--- config.mk ---
export PLATFORM = sky130hd
export DESIGN_NAME = fp8_addsub_seq
export DESIGN_NICKNAME = d
export VERILOG_FILES = /design/src/rtl/fp8_pkg.sv /design/src/rtl/fp8_mant_addsub.sv /design/src/rtl/fp8_addsub_seq.sv
export SDC_FILE = /design/constraint.sdc
export NUM_CORES = 1
export LEC_CHECK = 0
export CAP_MARGIN = 20
export CELL_PAD_IN_SITES_DETAIL_PLACEMENT = 1
export CELL_PAD_IN_SITES_GLOBAL_PLACEMENT = 1
export CORE_MARGIN = 1.5
export CORE_UTILIZATION = 48
export CTS_BUF_LIST = sky130_fd_sc_hd__clkbuf_8
export CTS_CLUSTER_SIZE = 40
export DETAILED_ROUTE_END_ITERATION = 16
export GPL_TIMING_DRIVEN = 0
export PLACE_DENSITY = 0.95
export SKIP_LAST_GASP = 1
export SYNTH_ARGS = -nofsm -noshare
export SYNTH_HDL_FRONTEND = slang
export SYNTH_HIERARCHICAL = 1
export SYNTH_SLANG_ARGS = --single-unit
--- constraint.sdc ---
create_clock -name clk -period 6.19 [get_ports clk]
set_clock_uncertainty 0.05 [all_clocks]
set_input_delay 1.5475 -clock clk [delete_from_list [all_inputs] [get_ports clk]]
set_output_delay 1.5475 -clock clk [all_outputs]
set_load 0.03 [all_outputs]
--- src/rtl/fp8_pkg.sv ---
// Shared types and constants for the 8-bit mini-float add/subtract sequencer.
// Format: {sign[7], exp[6:4], frac[3:0]}, exp==0 encodes zero.
package fp8_pkg;

    localparam int EXP_W  = 3;
    localparam int FRAC_W = 4;
    localparam int BIAS   = (1 << (EXP_W - 1)) - 1;
    localparam int MANT_W = FRAC_W + 1;
    localparam int SUM_W  = MANT_W + 1;
    localparam int MAX_SH = 6;
    localparam int CNT_W  = 3;

    localparam logic [EXP_W-1:0] EXP_MAX = 3'd7;
    localparam logic [6:0]       SAT_MAG = 7'h7F;

    typedef enum logic [2:0] {
        IDLE  = 3'd0,
        ALIGN = 3'd1,
        ADD   = 3'd2,
        NORM  = 3'd3,
        DONE  = 3'd4
    } fp8_state_t;

    // Zero exponent means the value is zero, so no hidden bit is restored.
    function automatic logic [MANT_W-1:0] unpack_mant(input logic [7:0] v);
        if (v[6:4] == '0) begin
            return '0;
        end
        return {1'b1, v[3:0]};
    endfunction

endpackage

--- src/rtl/fp8_mant_addsub.sv ---
// Shared 6-bit ripple adder/subtractor for the mantissa datapath.
// Subtraction is a + ~b + 1; the carry out is dropped because the caller never subtracts a larger value.
module fp8_mant_addsub
    import fp8_pkg::*;
(
    input  logic [SUM_W-1:0] a,
    input  logic [SUM_W-1:0] b,
    input  logic             sub,
    output logic [SUM_W-1:0] sum
);

    logic c;
    logic bb;

    always_comb begin
        sum = '0;
        c   = sub;
        bb  = 1'b0;
        for (int i = 0; i < SUM_W; i++) begin
            bb     = b[i] ^ sub;
            sum[i] = a[i] ^ bb ^ c;
            c      = (a[i] & bb) | (a[i] & c) | (bb & c);
        end
    end

endmodule

--- src/rtl/fp8_addsub_seq.sv ---
// Multi-cycle mini-float add/subtract: IDLE -> ALIGN -> ADD -> NORM -> DONE on one shared adder.
// Handshake: start is sampled only in IDLE; done pulses one cycle with result/flags valid from then on.
module fp8_addsub_seq
    import fp8_pkg::*;
(
    input  logic       clk,
    input  logic       rst_n,
    input  logic       start,
    input  logic       mode,
    input  logic [7:0] op_a,
    input  logic [7:0] op_b,
    output logic       busy,
    output logic       done,
    output logic [7:0] result,
    output logic       ovf,
    output logic       unf,
    output fp8_state_t dbg_state
);

    fp8_state_t         state_q, state_d;
    logic               sign_q, sign_d;
    logic [EXP_W-1:0]   exp_q, exp_d;
    logic [SUM_W-1:0]   sum_q, sum_d;
    logic [MANT_W-1:0]  small_q, small_d;
    logic [CNT_W-1:0]   cnt_q, cnt_d;
    logic               sub_q, sub_d;
    logic [7:0]         res_q, res_d;
    logic               povf_q, povf_d;
    logic               punf_q, punf_d;
    logic [7:0]         result_q, result_d;
    logic               ovf_q, ovf_d;
    logic               unf_q, unf_d;
    logic               done_q, done_d;

    logic               a_ge;
    logic               sb_eff;
    logic [EXP_W-1:0]   big_e, small_e, exp_diff;
    logic [MANT_W-1:0]  mant_a, mant_b;
    logic [SUM_W-1:0]   add_sum;

    assign a_ge     = op_a[6:0] >= op_b[6:0];
    assign sb_eff   = mode ^ op_b[7];
    assign big_e    = a_ge ? op_a[6:4] : op_b[6:4];
    assign small_e  = a_ge ? op_b[6:4] : op_a[6:4];
    assign exp_diff = big_e - small_e;
    assign mant_a   = unpack_mant(op_a);
    assign mant_b   = unpack_mant(op_b);

    fp8_mant_addsub u_addsub (
        .a   (sum_q),
        .b   ({1'b0, small_q}),
        .sub (sub_q),
        .sum (add_sum)
    );

    always_comb begin
        state_d  = state_q;
        sign_d   = sign_q;
        exp_d    = exp_q;
        sum_d    = sum_q;
        small_d  = small_q;
        cnt_d    = cnt_q;
        sub_d    = sub_q;
        res_d    = res_q;
        povf_d   = povf_q;
        punf_d   = punf_q;
        result_d = result_q;
        ovf_d    = ovf_q;
        unf_d    = unf_q;
        done_d   = 1'b0;

        case (state_q)
            IDLE: begin
                if (start) begin
                    sign_d  = a_ge ? op_a[7] : sb_eff;
                    exp_d   = big_e;
                    sum_d   = {1'b0, (a_ge ? mant_a : mant_b)};
                    small_d = a_ge ? mant_b : mant_a;
                    sub_d   = op_a[7] ^ sb_eff;
                    cnt_d   = (32'(exp_diff) > MAX_SH) ? CNT_W'(MAX_SH) : exp_diff;
                    povf_d  = 1'b0;
                    punf_d  = 1'b0;
                    ovf_d   = 1'b0;
                    unf_d   = 1'b0;
                    state_d = ALIGN;
                end
            end
            ALIGN: begin
                if (cnt_q == '0) begin
                    state_d = ADD;
                end else begin
                    small_d = small_q >> 1;
                    cnt_d   = cnt_q - 1'b1;
                end
            end
            ADD: begin
                sum_d   = add_sum;
                state_d = NORM;
            end
            NORM: begin
                // A carry-out shift always leaves bit 4 set, so it packs in the same cycle.
                if (sum_q[5]) begin
                    if (exp_q == EXP_MAX) begin
                        res_d  = {sign_q, SAT_MAG};
                        povf_d = 1'b1;
                    end else begin
                        res_d = {sign_q, exp_q + 3'd1, sum_q[4:1]};
                    end
                    state_d = DONE;
                end else if (sum_q == '0) begin
                    res_d   = 8'h00;
                    state_d = DONE;
                end else if (!sum_q[4] && exp_q > 3'd1) begin
                    sum_d = sum_q << 1;
                    exp_d = exp_q - 3'd1;
                end else if (!sum_q[4]) begin
                    res_d   = 8'h00;
                    punf_d  = 1'b1;
                    state_d = DONE;
                end else begin
                    res_d   = {sign_q, exp_q, sum_q[3:0]};
                    state_d = DONE;
                end
            end
            DONE: begin
                result_d = res_q;
                ovf_d    = povf_q;
                unf_d    = punf_q;
                done_d   = 1'b1;
                state_d  = IDLE;
            end
            default: state_d = IDLE;
        endcase
    end

    always_ff @(posedge clk or negedge rst_n) begin
        if (!rst_n) begin
            state_q  <= IDLE;
            sign_q   <= 1'b0;
            exp_q    <= '0;
            sum_q    <= '0;
            small_q  <= '0;
            cnt_q    <= '0;
            sub_q    <= 1'b0;
            res_q    <= '0;
            povf_q   <= 1'b0;
            punf_q   <= 1'b0;
            result_q <= '0;
            ovf_q    <= 1'b0;
            unf_q    <= 1'b0;
            done_q   <= 1'b0;
        end else begin
            state_q  <= state_d;
            sign_q   <= sign_d;
            exp_q    <= exp_d;
            sum_q    <= sum_d;
            small_q  <= small_d;
            cnt_q    <= cnt_d;
            sub_q    <= sub_d;
            res_q    <= res_d;
            povf_q   <= povf_d;
            punf_q   <= punf_d;
            result_q <= result_d;
            ovf_q    <= ovf_d;
            unf_q    <= unf_d;
            done_q   <= done_d;
        end
    end

    assign busy      = (state_q != IDLE);
    assign done      = done_q;
    assign result    = result_q;
    assign ovf       = ovf_q;
    assign unf       = unf_q;
    assign dbg_state = state_q;

endmodule

==> out/results.txt <==
CP required -> 6330 ps
GRT busiest layer -> met2
Core area -> 5570 sq um
CTS Sinks -> 43
Crit-path slowest cell -> clkdlybuf4s50_1
NumNets Final -> 381
Die X -> 79.6 um
Most used cell, CP -> ha_1
Post-route DRC -> 0
Crit-path leading delay family -> compound AO/OA/AOI/OAI gates
Top cell type's share of synthesized area -> 0.382
Setup_tns -> 0 ps
Hold violation total from the final report -> 0
First-pass GRT wire length -> 13200 um
CTS tree -> yes
Arrival @ worst endpoint -> 4630 ps
Sw frac -> 0.441
Clock buffer depth -> 2
Total CTS buffers -> 5
CP bufs+invs -> 2
Most frequent cells in the layout -> dfrtp_1, nand2_1, clkdlybuf4s50_1
Switch Pwr -> 0.745 mW
Depth of the most critical reg-to-reg path -> 10
Root buffer cell -> clkbuf_8
Fillers -> 652
Antenna viol nets, final -> 0
Final slew viol count -> 0
Post-Place Worst Slack -> 1470 ps
Status -> finished clean
Setup-failing EPs final -> 0
CP endpoint kind -> flip-flop
Initial Util -> 0.505
Slowest cell delay on critical path -> 520 ps
Post-DR wirelength/cell -> 19.1 um
Initial DRC Count -> 123
Peak supply drop -> 0.201 mV
Unrepaired setup endpoints after global routing -> false
Worst-path clk slew -> 90 ps
Core Rows -> 27
Internal power -> 0.946 mW
Max-slew headroom -> 0.427
Detailed placement HPWL -> 5930 um
Yosys reg bits -> 43
Actual slew at the worst max-slew pin -> 858 ps
Hold path start -> res_q[6]$_DFFE_PN0P_
PD cells -> 498 nW/um^2
Largest net degree at the start of global routing -> 28
Max-capacitance violation count -> 0
Worst setup path class -> input port to flip-flop
Storage element area -> 1080 sq um
Average cell area after synthesis -> 9.32 sq um
Ports -> 35
Hold depth -> 2
Worst Setup Start Kind -> input port
Period utilisation layout -> 0.724
Async S/R FF share, synth -> 1.00
Main synth FF type -> dfrtp_1
ANT cells -> 0
Area leader, netlist -> dfrtp_1
Post-CTS Setup Inserts -> 0
Area occupied by multi-input gates -> 1560 sq um
Share of layout cells above drive strength 1 -> 0.125
Gpl congestion -> 0.906
Cell Chain, Critical Path -> clkdlybuf4s50_1, inv_1, ha_1, nand2_1, o21ai_1, a21oi_2, nor2_1, a22oi_1, ha_1, or3_1, a221oi_1, a211oi_1, a2bb2oi_1
Synth area leaders -> dfrtp_1, ha_1, mux2_2
Leakage -> 1.51 nW
Period minus WS final -> 4480 ps
Worst Setup Slack, final -> 1710 ps
Hold Path End -> res_q[6]$_DFFE_PN0P_
Area growth syn-to-layout -> 20.5%
Tot GR Track Use -> 0.274
Commonest non-fill, non-tap cell in the layout -> dfrtp_1
Worst-skew pair later-pin latency -> 300 ps
FF-to-FF setup slack -> 3290 ps
Max Fclk -> 223 MHz
Synth Net Count -> 339
Vias per inst -> 5.88
DIE HEIGHT -> 79.6 um
DRT Pass-1 Iters -> 4
Hold-fix buffers, CTS -> 0
GRT overflow -> 0
Clock power frac -> 0.156
I/O Buffers -> 34
Sequential-to-total area share from yosys stat -> 0.382
Vias -> 2454
Post-layout util -> 0.609
M1 GR Usage -> 0.316
Initial antenna violation count -> 0
HP Class -> flip-flop to flip-flop
Final Total Pwr -> 1.69 mW
Die area -> 6330 sq um
Yosys warns -> 6
CP Max Fanout -> 7
Post-cts sizing count -> 0
Final WL -> 7980 um
Number of global-route vias before repair -> 2619
Post-synth EDFFs -> 0
CTS H-Tree Depth -> 2
Met3 Resource Use GR -> 0.0411
GRT met2 Usage -> 0.510
Critical R2R Capture -> sum_q[4]$_DFFE_PN0P_
Cell area after synthesis -> 2820 sq um
Unique cell type count in the Yosys netlist -> 58
Sequential share of power -> 0.295
Logic pwr share -> 0.548
Mapped Cells -> 302
Launching point of the worst reg2reg path -> sub_q$_DFFE_PN0P_
[sequential cells by signal (all words and copies together), names as in the netlist]
signal     count
cnt_q          3
dbg_state      3
done           1
exp_q          3
ovf            1
povf_q         1
punf_q         1
res_q          8
result         8
sign_q         1
small_q        5
sub_q          1
sum_q          6
unf            1
[power groups by stage]
| stage | clock network (mW) | registers (mW) | logic (mW) |
|---|---|---|---|
| floorplan | 0 | 0.532 | 0.578 |
| global placement | 0 | 0.489 | 0.832 |
| global route | 0.278 | 0.514 | 1.01 |
| finish | 0.264 | 0.499 | 0.928 |
| detailed placement | 0 | 0.502 | 0.896 |
| CTS | 0.265 | 0.497 | 0.924 |
[worst max path at each step]
stage            start                    to  slack, ps  depth (start not counted)
6_report       op_b[2]  cnt_q[2]$_DFFE_PN0P_       1710                         13
5_1_grt        op_b[2]  cnt_q[2]$_DFFE_PN0P_       1530                         13
4_1_cts        op_b[2]  cnt_q[2]$_DFFE_PN0P_       1790                         13
3_5_place_dp   op_b[2]  cnt_q[2]$_DFFE_PN0P_       1470                         13
3_3_place_gp   op_b[2]  cnt_q[2]$_DFFE_PN0P_       1580                         13
2_1_floorplan  op_b[6]  cnt_q[2]$_DFFE_PN0P_       2430                         12
[kinds of logic (layout without fill, tap and decap cells)]
kind of cell / Yosys count / in the layout / synth area share
simple gates: 94 / 94 / 0.166
compound gates: 79 / 79 / 0.198
flops: 43 / 43 / 0.382
buf+inv: 40 / 83 / 0.0631
mux: 18 / 18 / 0.0693
fa+ha+maj: 17 / 17 / 0.0862
xor+xnor: 10 / 10 / 0.0338
other cells: 1 / 1 / 0.00133
[final cells by class]
class	count	area share
Sequential cell	43	0.317
Buffer	16	0.0258
Tap cell	72	0.0265
Timing Repair Buffer	35	0.105
Multi-Input combinational cell	219	0.460
Inverter	24	0.0265
Clock buffer	5	0.0203
Clock inverter	3	0.0188
[cell usage after synthesis (2+ instances only)]
cell type / count
o21ai_0: 12
a211oi_1: 8
nand2_1: 34
buf_6: 3
or3_1: 2
buf_2: 4
mux2_2: 12
fa_1: 4
o21ai_1: 5
mux2i_1: 6
a22oi_1: 5
o21a_1: 2
a221oi_1: 4
nor2_1: 19
a21oi_1: 11
and2_1: 4
inv_1: 24
a41oi_1: 3
a2bb2oi_1: 2
xnor2_1: 6
ha_1: 13
nor2b_1: 5
clkbuf_1: 9
nand3_1: 13
a31oi_1: 7
o221ai_1: 6
nand3b_1: 2
dfrtp_1: 43
xor2_1: 3
nor3_1: 2
o211ai_2: 2
[per-stage QoR]
| step | instance area, sq um | hold WS, ps | cells |
|---|---|---|---|
| floorplan | 2820 | 383 | 302 |
| global placement | 3250 | 399 | 408 |
| detailed placement | 3260 | 412 | 409 |
| CTS | 3390 | 433 | 417 |
| global route | 3390 | 470 | 417 |
| finish | 3390 | 429 | 417 |
[per-layer routing]
layer  vias up  share of wire  wire length (um)
met4         0          0.026               206
met2        61           0.53              4220
met5         -              0                 0
met1      1222           0.41              3290
li1       1152              -                 -
met3        19          0.034               272
[worst min-delay path, stage by stage, from the launching register on]
cell and delay (ps):
dfrtp_1 350, nand2_1 50, o31ai_1 50
Note: power is estimated with default switching activity, not from simulation.
